===== config.mk =====
export PLATFORM = sky130hd
export DESIGN_NAME = bike_motion
export DESIGN_NICKNAME = d
export VERILOG_FILES = /design/src/rtl/tron_pkg.sv /design/src/rtl/bike_stepper.sv /design/src/rtl/bike_motion.sv
export SDC_FILE = /design/constraint.sdc
export NUM_CORES = 1
export LEC_CHECK = 0
export CAP_MARGIN = 20
export CORE_UTILIZATION = 49
export CTS_CLUSTER_SIZE = 40
export DETAILED_ROUTE_END_ITERATION = 10
export PLACE_DENSITY = 0.74
export SYNTH_ARGS = -nofsm -noshare
export SYNTH_HDL_FRONTEND = slang
export SYNTH_SLANG_ARGS = --single-unit

===== constraint.sdc =====
create_clock -name Clk -period 7.15 [get_ports Clk]
set_input_delay 1.43 -clock Clk [delete_from_list [all_inputs] [get_ports Clk]]
set_output_delay 1.43 -clock Clk [all_outputs]
set_load 0.005 [all_outputs]

===== src/rtl/tron_pkg.sv =====
// Shared types and constants for the light-cycle datapath: directions,
// game-state encoding, keyboard map and keycode decoding helpers.
package tron_pkg;

    typedef enum logic [1:0] {
        UP    = 2'b00,
        DOWN  = 2'b01,
        LEFT  = 2'b10,
        RIGHT = 2'b11
    } dir_t;

    typedef struct packed {
        logic valid;
        dir_t dir;
    } key_req_t;

    localparam logic [2:0] GS_PLAYING = 3'b010;

    localparam logic [7:0] KEY_W     = 8'h1A;
    localparam logic [7:0] KEY_S     = 8'h16;
    localparam logic [7:0] KEY_A     = 8'h04;
    localparam logic [7:0] KEY_D     = 8'h07;
    localparam logic [7:0] KEY_UP    = 8'h52;
    localparam logic [7:0] KEY_DOWN  = 8'h51;
    localparam logic [7:0] KEY_LEFT  = 8'h50;
    localparam logic [7:0] KEY_RIGHT = 8'h4F;

    // Opposite pairs differ only in bit 0 (00<->01, 10<->11).
    function automatic dir_t opposite(input dir_t d);
        return dir_t'({d[1], ~d[0]});
    endfunction

    function automatic key_req_t decode_key(
        input logic [7:0] code,
        input logic [7:0] k_up,
        input logic [7:0] k_down,
        input logic [7:0] k_left,
        input logic [7:0] k_right
    );
        key_req_t req;
        req = '{valid: 1'b1, dir: UP};
        if (code == k_up)         req.dir = UP;
        else if (code == k_down)  req.dir = DOWN;
        else if (code == k_left)  req.dir = LEFT;
        else if (code == k_right) req.dir = RIGHT;
        else                      req.valid = 1'b0;
        return req;
    endfunction

endpackage


===== src/rtl/bike_stepper.sv =====
// One bike: pending-direction latch, position/direction registers,
// grid bound check and sticky wall flag.
module bike_stepper
    import tron_pkg::*;
#(
    parameter logic [7:0] START_X    = 8'd28,
    parameter logic [7:0] START_Y    = 8'd56,
    parameter dir_t       START_DIR  = RIGHT,
    parameter logic [7:0] CODE_UP    = KEY_W,
    parameter logic [7:0] CODE_DOWN  = KEY_S,
    parameter logic [7:0] CODE_LEFT  = KEY_A,
    parameter logic [7:0] CODE_RIGHT = KEY_D,
    parameter logic [7:0] GRID_MAX   = 8'd111
) (
    input  logic       Clk,
    input  logic       reinit,
    input  logic       run,
    input  logic       advance,
    input  logic [7:0] keycode0,
    input  logic [7:0] keycode1,
    output logic [7:0] pos_x,
    output logic [7:0] pos_y,
    output dir_t       dir,
    output logic       wall
);

    dir_t       pending;
    key_req_t   req0, req1;
    logic       accept;
    dir_t       accept_dir;
    logic [7:0] next_x, next_y;
    logic       hit;

    assign req0 = decode_key(keycode0, CODE_UP, CODE_DOWN, CODE_LEFT, CODE_RIGHT);
    assign req1 = decode_key(keycode1, CODE_UP, CODE_DOWN, CODE_LEFT, CODE_RIGHT);

    always_comb begin
        // NOTE: every output of this block gets a default first so no latch is inferred.
        accept     = 1'b0;
        accept_dir = pending;
        if (req0.valid && req0.dir != opposite(dir)) begin
            accept     = 1'b1;
            accept_dir = req0.dir;
        end else if (req1.valid && req1.dir != opposite(dir)) begin
            accept     = 1'b1;
            accept_dir = req1.dir;
        end
    end

    // Bounds are tested before the update so a coordinate never wraps through 8'hFF.
    always_comb begin
        next_x = pos_x;
        next_y = pos_y;
        hit    = 1'b0;
        case (pending)
            UP:    if (pos_y == 8'd0)     hit = 1'b1; else next_y = pos_y - 8'd1;
            DOWN:  if (pos_y >= GRID_MAX) hit = 1'b1; else next_y = pos_y + 8'd1;
            LEFT:  if (pos_x == 8'd0)     hit = 1'b1; else next_x = pos_x - 8'd1;
            RIGHT: if (pos_x >= GRID_MAX) hit = 1'b1; else next_x = pos_x + 8'd1;
            default: hit = 1'b0;
        endcase
    end

    // NOTE: sequential state uses non-blocking assignments so every register samples pre-edge values.
    always_ff @(posedge Clk) begin
        if (reinit) begin
            pos_x   <= START_X;
            pos_y   <= START_Y;
            dir     <= START_DIR;
            pending <= START_DIR;
            wall    <= 1'b0;
        end else if (run) begin
            if (advance) begin
                dir   <= pending;
                pos_x <= next_x;
                pos_y <= next_y;
                if (hit) wall <= 1'b1;
            end else if (accept) begin
                pending <= accept_dir;
            end
        end
    end

endmodule


===== src/rtl/bike_motion.sv =====
// Frame-strobe synchroniser, step timing and game FSM driving the two
// bike_stepper instances that feed the trail writer.
module bike_motion
    import tron_pkg::*;
#(
    parameter int         FRAMES_PER_STEP = 2,
    parameter logic [7:0] GRID_MAX        = 8'd111,
    parameter logic [7:0] BLUE_START_X    = 8'd28,
    parameter logic [7:0] RED_START_X     = 8'd84,
    parameter logic [7:0] START_Y         = 8'd56
) (
    input  logic       Clk,
    input  logic       Reset,
    input  logic       frame_clk,
    input  logic [2:0] Game_State,
    input  logic [7:0] keycode0,
    input  logic [7:0] keycode1,
    output logic [7:0] Blue_X,
    output logic [7:0] Blue_Y,
    output logic [7:0] Red_X,
    output logic [7:0] Red_Y,
    output logic [1:0] Blue_dir,
    output logic [1:0] Red_dir,
    output logic       step,
    output logic       Blue_wall,
    output logic       Red_wall
);

    localparam logic [1:0] S_IDLE  = 2'b00;
    localparam logic [1:0] S_RUN   = 2'b01;
    localparam logic [1:0] S_CRASH = 2'b10;

    localparam logic [3:0] LAST_FRAME = 4'(FRAMES_PER_STEP - 1);

    logic [1:0] state;
    logic [3:0] frame_cnt;
    logic       frame_meta, frame_sync, frame_prev, frame_tick;
    logic       reinit, running, any_wall, advance;

    assign reinit   = Reset || (Game_State != GS_PLAYING);
    assign running  = (state == S_RUN);
    assign any_wall = Blue_wall || Red_wall;
    assign advance  = running && !any_wall && frame_tick && (frame_cnt == LAST_FRAME);

    // frame_clk is asynchronous: two flops, then a registered rising-edge detect.
    always_ff @(posedge Clk) begin
        if (Reset) begin
            frame_meta <= 1'b0;
            frame_sync <= 1'b0;
            frame_prev <= 1'b0;
            frame_tick <= 1'b0;
        end else begin
            frame_meta <= frame_clk;
            frame_sync <= frame_meta;
            frame_prev <= frame_sync;
            frame_tick <= frame_sync && !frame_prev;
        end
    end

    always_ff @(posedge Clk) begin
        if (reinit) begin
            state     <= S_IDLE;
            frame_cnt <= 4'd0;
            step      <= 1'b0;
        end else begin
            step <= advance;
            case (state)
                S_IDLE:  state <= S_RUN;
                S_RUN: begin
                    if (any_wall) begin
                        state <= S_CRASH;
                    end else if (frame_tick) begin
                        frame_cnt <= advance ? 4'd0 : frame_cnt + 4'd1;
                    end
                end
                S_CRASH: state <= S_CRASH;
                default: state <= S_IDLE;
            endcase
        end
    end

    bike_stepper #(
        .START_X(BLUE_START_X), .START_Y(START_Y), .START_DIR(RIGHT),
        .CODE_UP(KEY_W), .CODE_DOWN(KEY_S), .CODE_LEFT(KEY_A), .CODE_RIGHT(KEY_D),
        .GRID_MAX(GRID_MAX)
    ) u_blue (
        .Clk(Clk), .reinit(reinit), .run(running), .advance(advance),
        .keycode0(keycode0), .keycode1(keycode1),
        .pos_x(Blue_X), .pos_y(Blue_Y), .dir(Blue_dir), .wall(Blue_wall)
    );

    bike_stepper #(
        .START_X(RED_START_X), .START_Y(START_Y), .START_DIR(LEFT),
        .CODE_UP(KEY_UP), .CODE_DOWN(KEY_DOWN), .CODE_LEFT(KEY_LEFT), .CODE_RIGHT(KEY_RIGHT),
        .GRID_MAX(GRID_MAX)
    ) u_red (
        .Clk(Clk), .reinit(reinit), .run(running), .advance(advance),
        .keycode0(keycode0), .keycode1(keycode1),
        .pos_x(Red_X), .pos_y(Red_Y), .dir(Red_dir), .wall(Red_wall)
    );

endmodule


* Word-level counts from Yosys, hierarchy flattened *
Index checks and enable logic that the tools add are counted.

storage, ports and cells
  bits in registers = 53
  input port bits = 22
  output and inout bits = 39
  word-level logic and storage cells = 173

operators by class
  $add $sub $neg = 9
  $lt $le $gt $ge = 4
  equal/unequal tests = 39
  muxes and demuxes = 65
  bitwise gates (word level) = 4
  reductions and logical operators = 35

operator list
  cell                   number
  $eq A8 B7 Y1 const B   8
  $mux W8                8
  $pmux W8 S2            4
  $mux W2                21
  $add A8 B1 Y8 const B  4
  $eq A8 B3 Y1 const B   4
  $eq A8 B5 Y1 const B   4
  $ge A8 B7 Y1 const B   4
  $logic_not A8 Y1       4
  $sub A8 B1 Y8 const B  4
  $mux W1                28
  $reduce_and A5 Y1      4
  $ne A2 B2 Y1 const B   8
  $reduce_bool A2 Y1     6
  $eq A2 B2 Y1 const B   5
  $reduce_and A3 Y1      3
  $logic_and A1 B1 Y1    8
  $ne A2 B2 Y1           4
  $pmux W1 S4            2
  $reduce_and A4 Y1      2
  $eq A2 B1 Y1 const B   3
  $logic_not A2 Y1       3
  $pmux W2 S3            1
  $add A4 B1 Y4 const B  1
  8 further kinds        13

* Logic depth before layout (Yosys ltp) *
  depth after elaboration = 10
  gate-level depth with buffers = 9
  mapped depth without buffers = 8

* By module *
Synthesis repeated with hierarchy kept, for this count alone.

second synthesis, totals
  cells, all modules = 510
  area total of the unflattened synthesis = 4,220.3 sq um

by module, submodules not included
  module                 instances  cells an instance  area an instance (sq um)  seq. area each (sq um)
  bike_stepper (u_red)   1          234                1,894.3                   420.4
  bike_stepper (u_blue)  1          228                1,844.3                   420.4
  bike_motion            1          48                 481.7                     220.2

* Least setup slack after synthesis *
No wires, ideal clock.

  kind = in2reg
  from = input keycode0[7]
  to = register u_red.pending[1]
  setup time = 0.141 ns
  data arrival time = 2.805 ns
  data required time = 7.009 ns
  path slack = 4.203 ns
  cell stages on the path = 6
  buffers on the path = 0
  cells stage by stage = nor4b_1 -> nand4_1 -> a221o_1 -> or2_2 -> nand3_1 -> o211ai_1

on the way
  word-level cells in the longest chain between the ends = 9
  elaborated cells on any way between the ends = 18
  those cells by class = eq/ne (5); mux (10); reduce/logical (3)

RTL lines
  item                                                            RTL line            RTL
  from (decl)                                                     bike_motion.sv:16   input logic [7:0] keycode0,
  $eq A8 B7 Y1                                                    tron_pkg.sv:45      else if (code == k_right) req.dir = RIGHT;
  $mux W2                                                         tron_pkg.sv:45
  $mux W2                                                         tron_pkg.sv:44      else if (code == k_left) req.dir = LEFT;
  $mux W2                                                         tron_pkg.sv:43      else if (code == k_down) req.dir = DOWN;
  $mux W2                                                         tron_pkg.sv:42      if (code == k_up) req.dir = UP;
  $ne A2 B2 Y1                                                    bike_stepper.sv:41  if (req0.valid && req0.dir != opposite(dir)) begin
  $logic_and A1 B1 Y1                                             bike_stepper.sv:41
  $reduce_bool A2 Y1 (no line) / $mux W1 (equally long branches)  n/a
  $reduce_and A4 Y1 (no line)                                     n/a
  to (signal assigned)                                            bike_stepper.sv:79  pending <= accept_dir;
  to (decl)                                                       bike_stepper.sv:27  dir_t pending;

Parallel ways exist; a longest one is shown, timed or not.
A chain may end at the register's enable or synchronous reset.

* Worst setup path in the final report *
  from = input keycode0[1]
  to = register u_blue.pending[1]

on the way
  word-level cells in the longest chain between the ends = 9
  elaborated cells on any way between the ends = 18
  those cells by class = eq/ne (5); mux (10); reduce/logical (3)

RTL lines
  item                                                            RTL line
  $eq A8 B3 Y1                                                    tron_pkg.sv:45
  $mux W2                                                         tron_pkg.sv:45
  $mux W2                                                         tron_pkg.sv:44
  $mux W2                                                         tron_pkg.sv:43
  $mux W2                                                         tron_pkg.sv:42
  $ne A2 B2 Y1                                                    bike_stepper.sv:41
  $logic_and A1 B1 Y1                                             bike_stepper.sv:41
  $reduce_bool A2 Y1 (no line) / $mux W1 (equally long branches)  n/a
  $reduce_and A4 Y1 (no line)                                     n/a
  to (signal assigned)                                            bike_stepper.sv:79
  to (decl)                                                       bike_stepper.sv:27

Parallel ways exist; a longest one is shown, timed or not.

==> summary.txt <==
IO Count = 61
Syn_nets = 541
Hold path start = frame_prev$_SDFF_PP0_
Hold path cells = 1
Core ar. = 7810 sq um
#FFs+latches synth = 53
Met1 Track Usage GR = 29.1%
Met3 usage = 2.79%
Routed wire length = 9230 microns
FP Rows = 32
Min cycle time layout = 3.41 ns
RSZ-0062 raised after global routing = no
First-pass GRT wire length = 15,600 microns
Iteration-0 DRC Markers = 142
CTS Sinks = 53
Worst endpoint required time = 7.33 ns
Post-route clock period utilization = 47.6%
Outcome = complete, no violations
Largest net degree at the start of global routing = 37
Die height = 92.4 microns
Non-Filler Instances = 636
Post-synth EDFFs = 0
Total routing usage reported by global routing = 21.9%
Via count = 3,725
Cts repair resizes = 0
Worst-Skew Late Latency = 0.30 ns
Fin. max-slew vios = 0
Setup Skew = 0.00687 ns
CTS tree = built
Port bufs = 60
Final Hold Fails = 0
DR vias/cell = 5.86
RR Startpoint = u_blue.pending[0]$_SDFFE_PP1P_
Cell taking the most area after synthesis = dfxtp_1
Die area = 8540 sq um
Max cap viols = 0
Synth cell types = 71
Hold Worst Slack = 0.404 ns
Crit path DAT = 3.59 ns
Routability Congestion = 0.800
Area Growth Syn to Fin = 18.2%
R2R depth = 8
Hold Path Sink = frame_tick$_SDFF_PP0_
Worst Setup End Kind = flop
DP Cell Count = 628
TNS Setup = 0 ns
Synth cell count leaders = 53 x dfxtp_1, 52 x nor2_1, 41 x nand2_1
Antenna cell count = 0
Asr flop ratio synth = 0%
Top cells by area, synth = dfxtp_1 26%, ha_1 8.7%, nor2_1 4.9%
Initial antenna violation count = 0
H-tree Lvls = 2
GRT busiest layer = met2
GRT met2 Usage = 37.9%
CTS Buf Count = 5
YS warnings = 0
Final routed DRC violation total = 0
Design Area, Final = 4730 sq um
Grt ovf = 0
Count leader, synth = dfxtp_1
Nets = 587
Clk buf depth = 2
Max_slew headroom = 49.5%
Pleak = 1.82 nW
Worst vdd ir = 0.0692 mV
Avg WL per Cell = 14.5 microns
Fmax = 0.294 GHz
Actual slew at the worst max-slew pin = 0.750 ns
Clk pin slew, worst setup/hold paths = 0.08 ns
Vias in the first global route = 3,392
Post-synthesis area per instance = 8.22 sq um
Synth Flop Type = dfxtp_1
Hold Path Class = reg2reg
Layout cell share with drive strength beyond 1 = 5.62%
Cts hold-fix bufs = 0
Initial Util = 51.3%
Setup bufs post-CTS = 0
Critical path fanouts, max = 11
DP Area = 4650 sq um
Root buffer cell = clkbuf_8
Placed wire-length estimate = 6870 microns
Area share of the largest cell type after synthesis = 26.5%
Synth Cell Area = 4010 sq um
Post-route ant nets = 0
Sequential area share after synthesis = 26.5%
Initial DRT Pass Iterations = 4
DIE WIDTH = 92.4 microns
Critical R2R Capture = u_blue.pos_y[7]$_SDFFE_PP0P_
Setup-failing EPs final = 0
PwrDens = 105 nW/um^2
Crit start category = input port
Cells after Synth = 487
Worst reg-to-reg setup slack = 4.45 ns
Crit Path Class = in2reg
[power breakdown]
group	switching (mW)	internal (mW)
Clock	0.0912	0.0680
Sequential	0.000379	0.296
Combinational	0.0200	0.0195
[cell type report]
type	count	area [sq um]
Tap cell	102	128
Multi-Input combinational cell	396	2800
Clock inverter	2	10.0
Fill cell	732	3070
Sequential cell	53	1060
Inverter	16	60.1
Timing Repair Buffer	61	608
Clock buffer	6	72.6
[how the worst max path moves through the flow]
stage / startpoint / to / depth (start not counted) / slack [ns]
after floorplan: keycode0[7] / u_red.pending[1]$_SDFFE_PP1P_ / 6 / 4.20
after global placement: keycode0[1] / u_blue.pending[1]$_SDFFE_PP1P_ / 7 / 3.51
after detailed placement: keycode0[1] / u_blue.pending[1]$_SDFFE_PP1P_ / 7 / 3.46
after CTS: keycode0[1] / u_blue.pending[1]$_SDFFE_PP1P_ / 7 / 3.78
after global routing: keycode0[2] / u_red.pending[1]$_SDFFE_PP1P_ / 7 / 3.62
final: keycode0[1] / u_blue.pending[1]$_SDFFE_PP1P_ / 7 / 3.74
[cells by family (layout without fill, tap and decap cells)]
kind of cell	Yosys count	after routing	synth area share (%)
simple gates	201	201	27.8
compound gates	113	113	19.6
flops	53	53	26.5
buf+inv	38	85	3.87
fa+ha+maj	32	32	10.7
xor+xnor	32	32	7.00
mux	18	18	4.53
[layer usage]
layer | vias to the layer above | routed length, microns
li1 | 1892 | -
met1 | 1750 | 4380
met2 | 75 | 4410
met3 | 8 | 370
met4 | 0 | 64
met5 | - | 0
[through the flow]
stage | power (mW) | setup slack (ns) | utilization, %
CTS | 0.497 | 3.78 | 60.6
global route | 0.515 | 3.62 | 60.6
floorplan | 0.324 | 4.20 | -
finish | 0.495 | 3.74 | 60.6
detailed placement | 0.342 | 3.46 | 59.6
global placement | 0.341 | 3.51 | 59.6
[placed cells by master (no fill, tap or decap), types with 7 or more instances in the layout]
| cell type | Yosys | routed |
|---|---|---|
| a21oi_1 | 31 | 31 |
| nor3_1 | 16 | 16 |
| nand2_1 | 41 | 41 |
| ha_1 | 28 | 28 |
| nand3_1 | 16 | 16 |
| xnor2_1 | 20 | 20 |
| o21ai_0 | 12 | 12 |
| xor2_1 | 12 | 12 |
| dfxtp_1 | 53 | 53 |
| mux2i_1 | 17 | 17 |
| inv_1 | 16 | 16 |
| clkdlybuf4s50_1 | 0 | 60 |
| nand2b_1 | 7 | 7 |
| o211ai_1 | 18 | 18 |
| nor2_1 | 52 | 52 |
[registers in the layout, summed over array words and instances (netlist names)]
| name | cells |
|---|---|
| u_blue.pos_y | 8 |
| frame_sync | 1 |
| u_red.pos_x | 8 |
| u_red.wall | 1 |
| frame_tick | 1 |
| step | 1 |
| frame_meta | 1 |
| u_red.dir | 2 |
| frame_cnt | 4 |
| u_red.pending | 2 |
| u_blue.pending | 2 |
| u_red.pos_y | 8 |
| state | 2 |
| u_blue.wall | 1 |
| u_blue.pos_x | 8 |
| u_blue.dir | 2 |
| frame_prev | 1 |
[worst max-delay path: stages]
cell and delay (ns):
clkdlybuf4s50_1 0.67, or4b_1 0.52, nor3_2 0.35, a21oi_1 0.09
a2bb2oi_2 0.17, nor4_1 0.30, a21oi_1 0.06
Note: power is estimated with default switching activity, not from simulation.
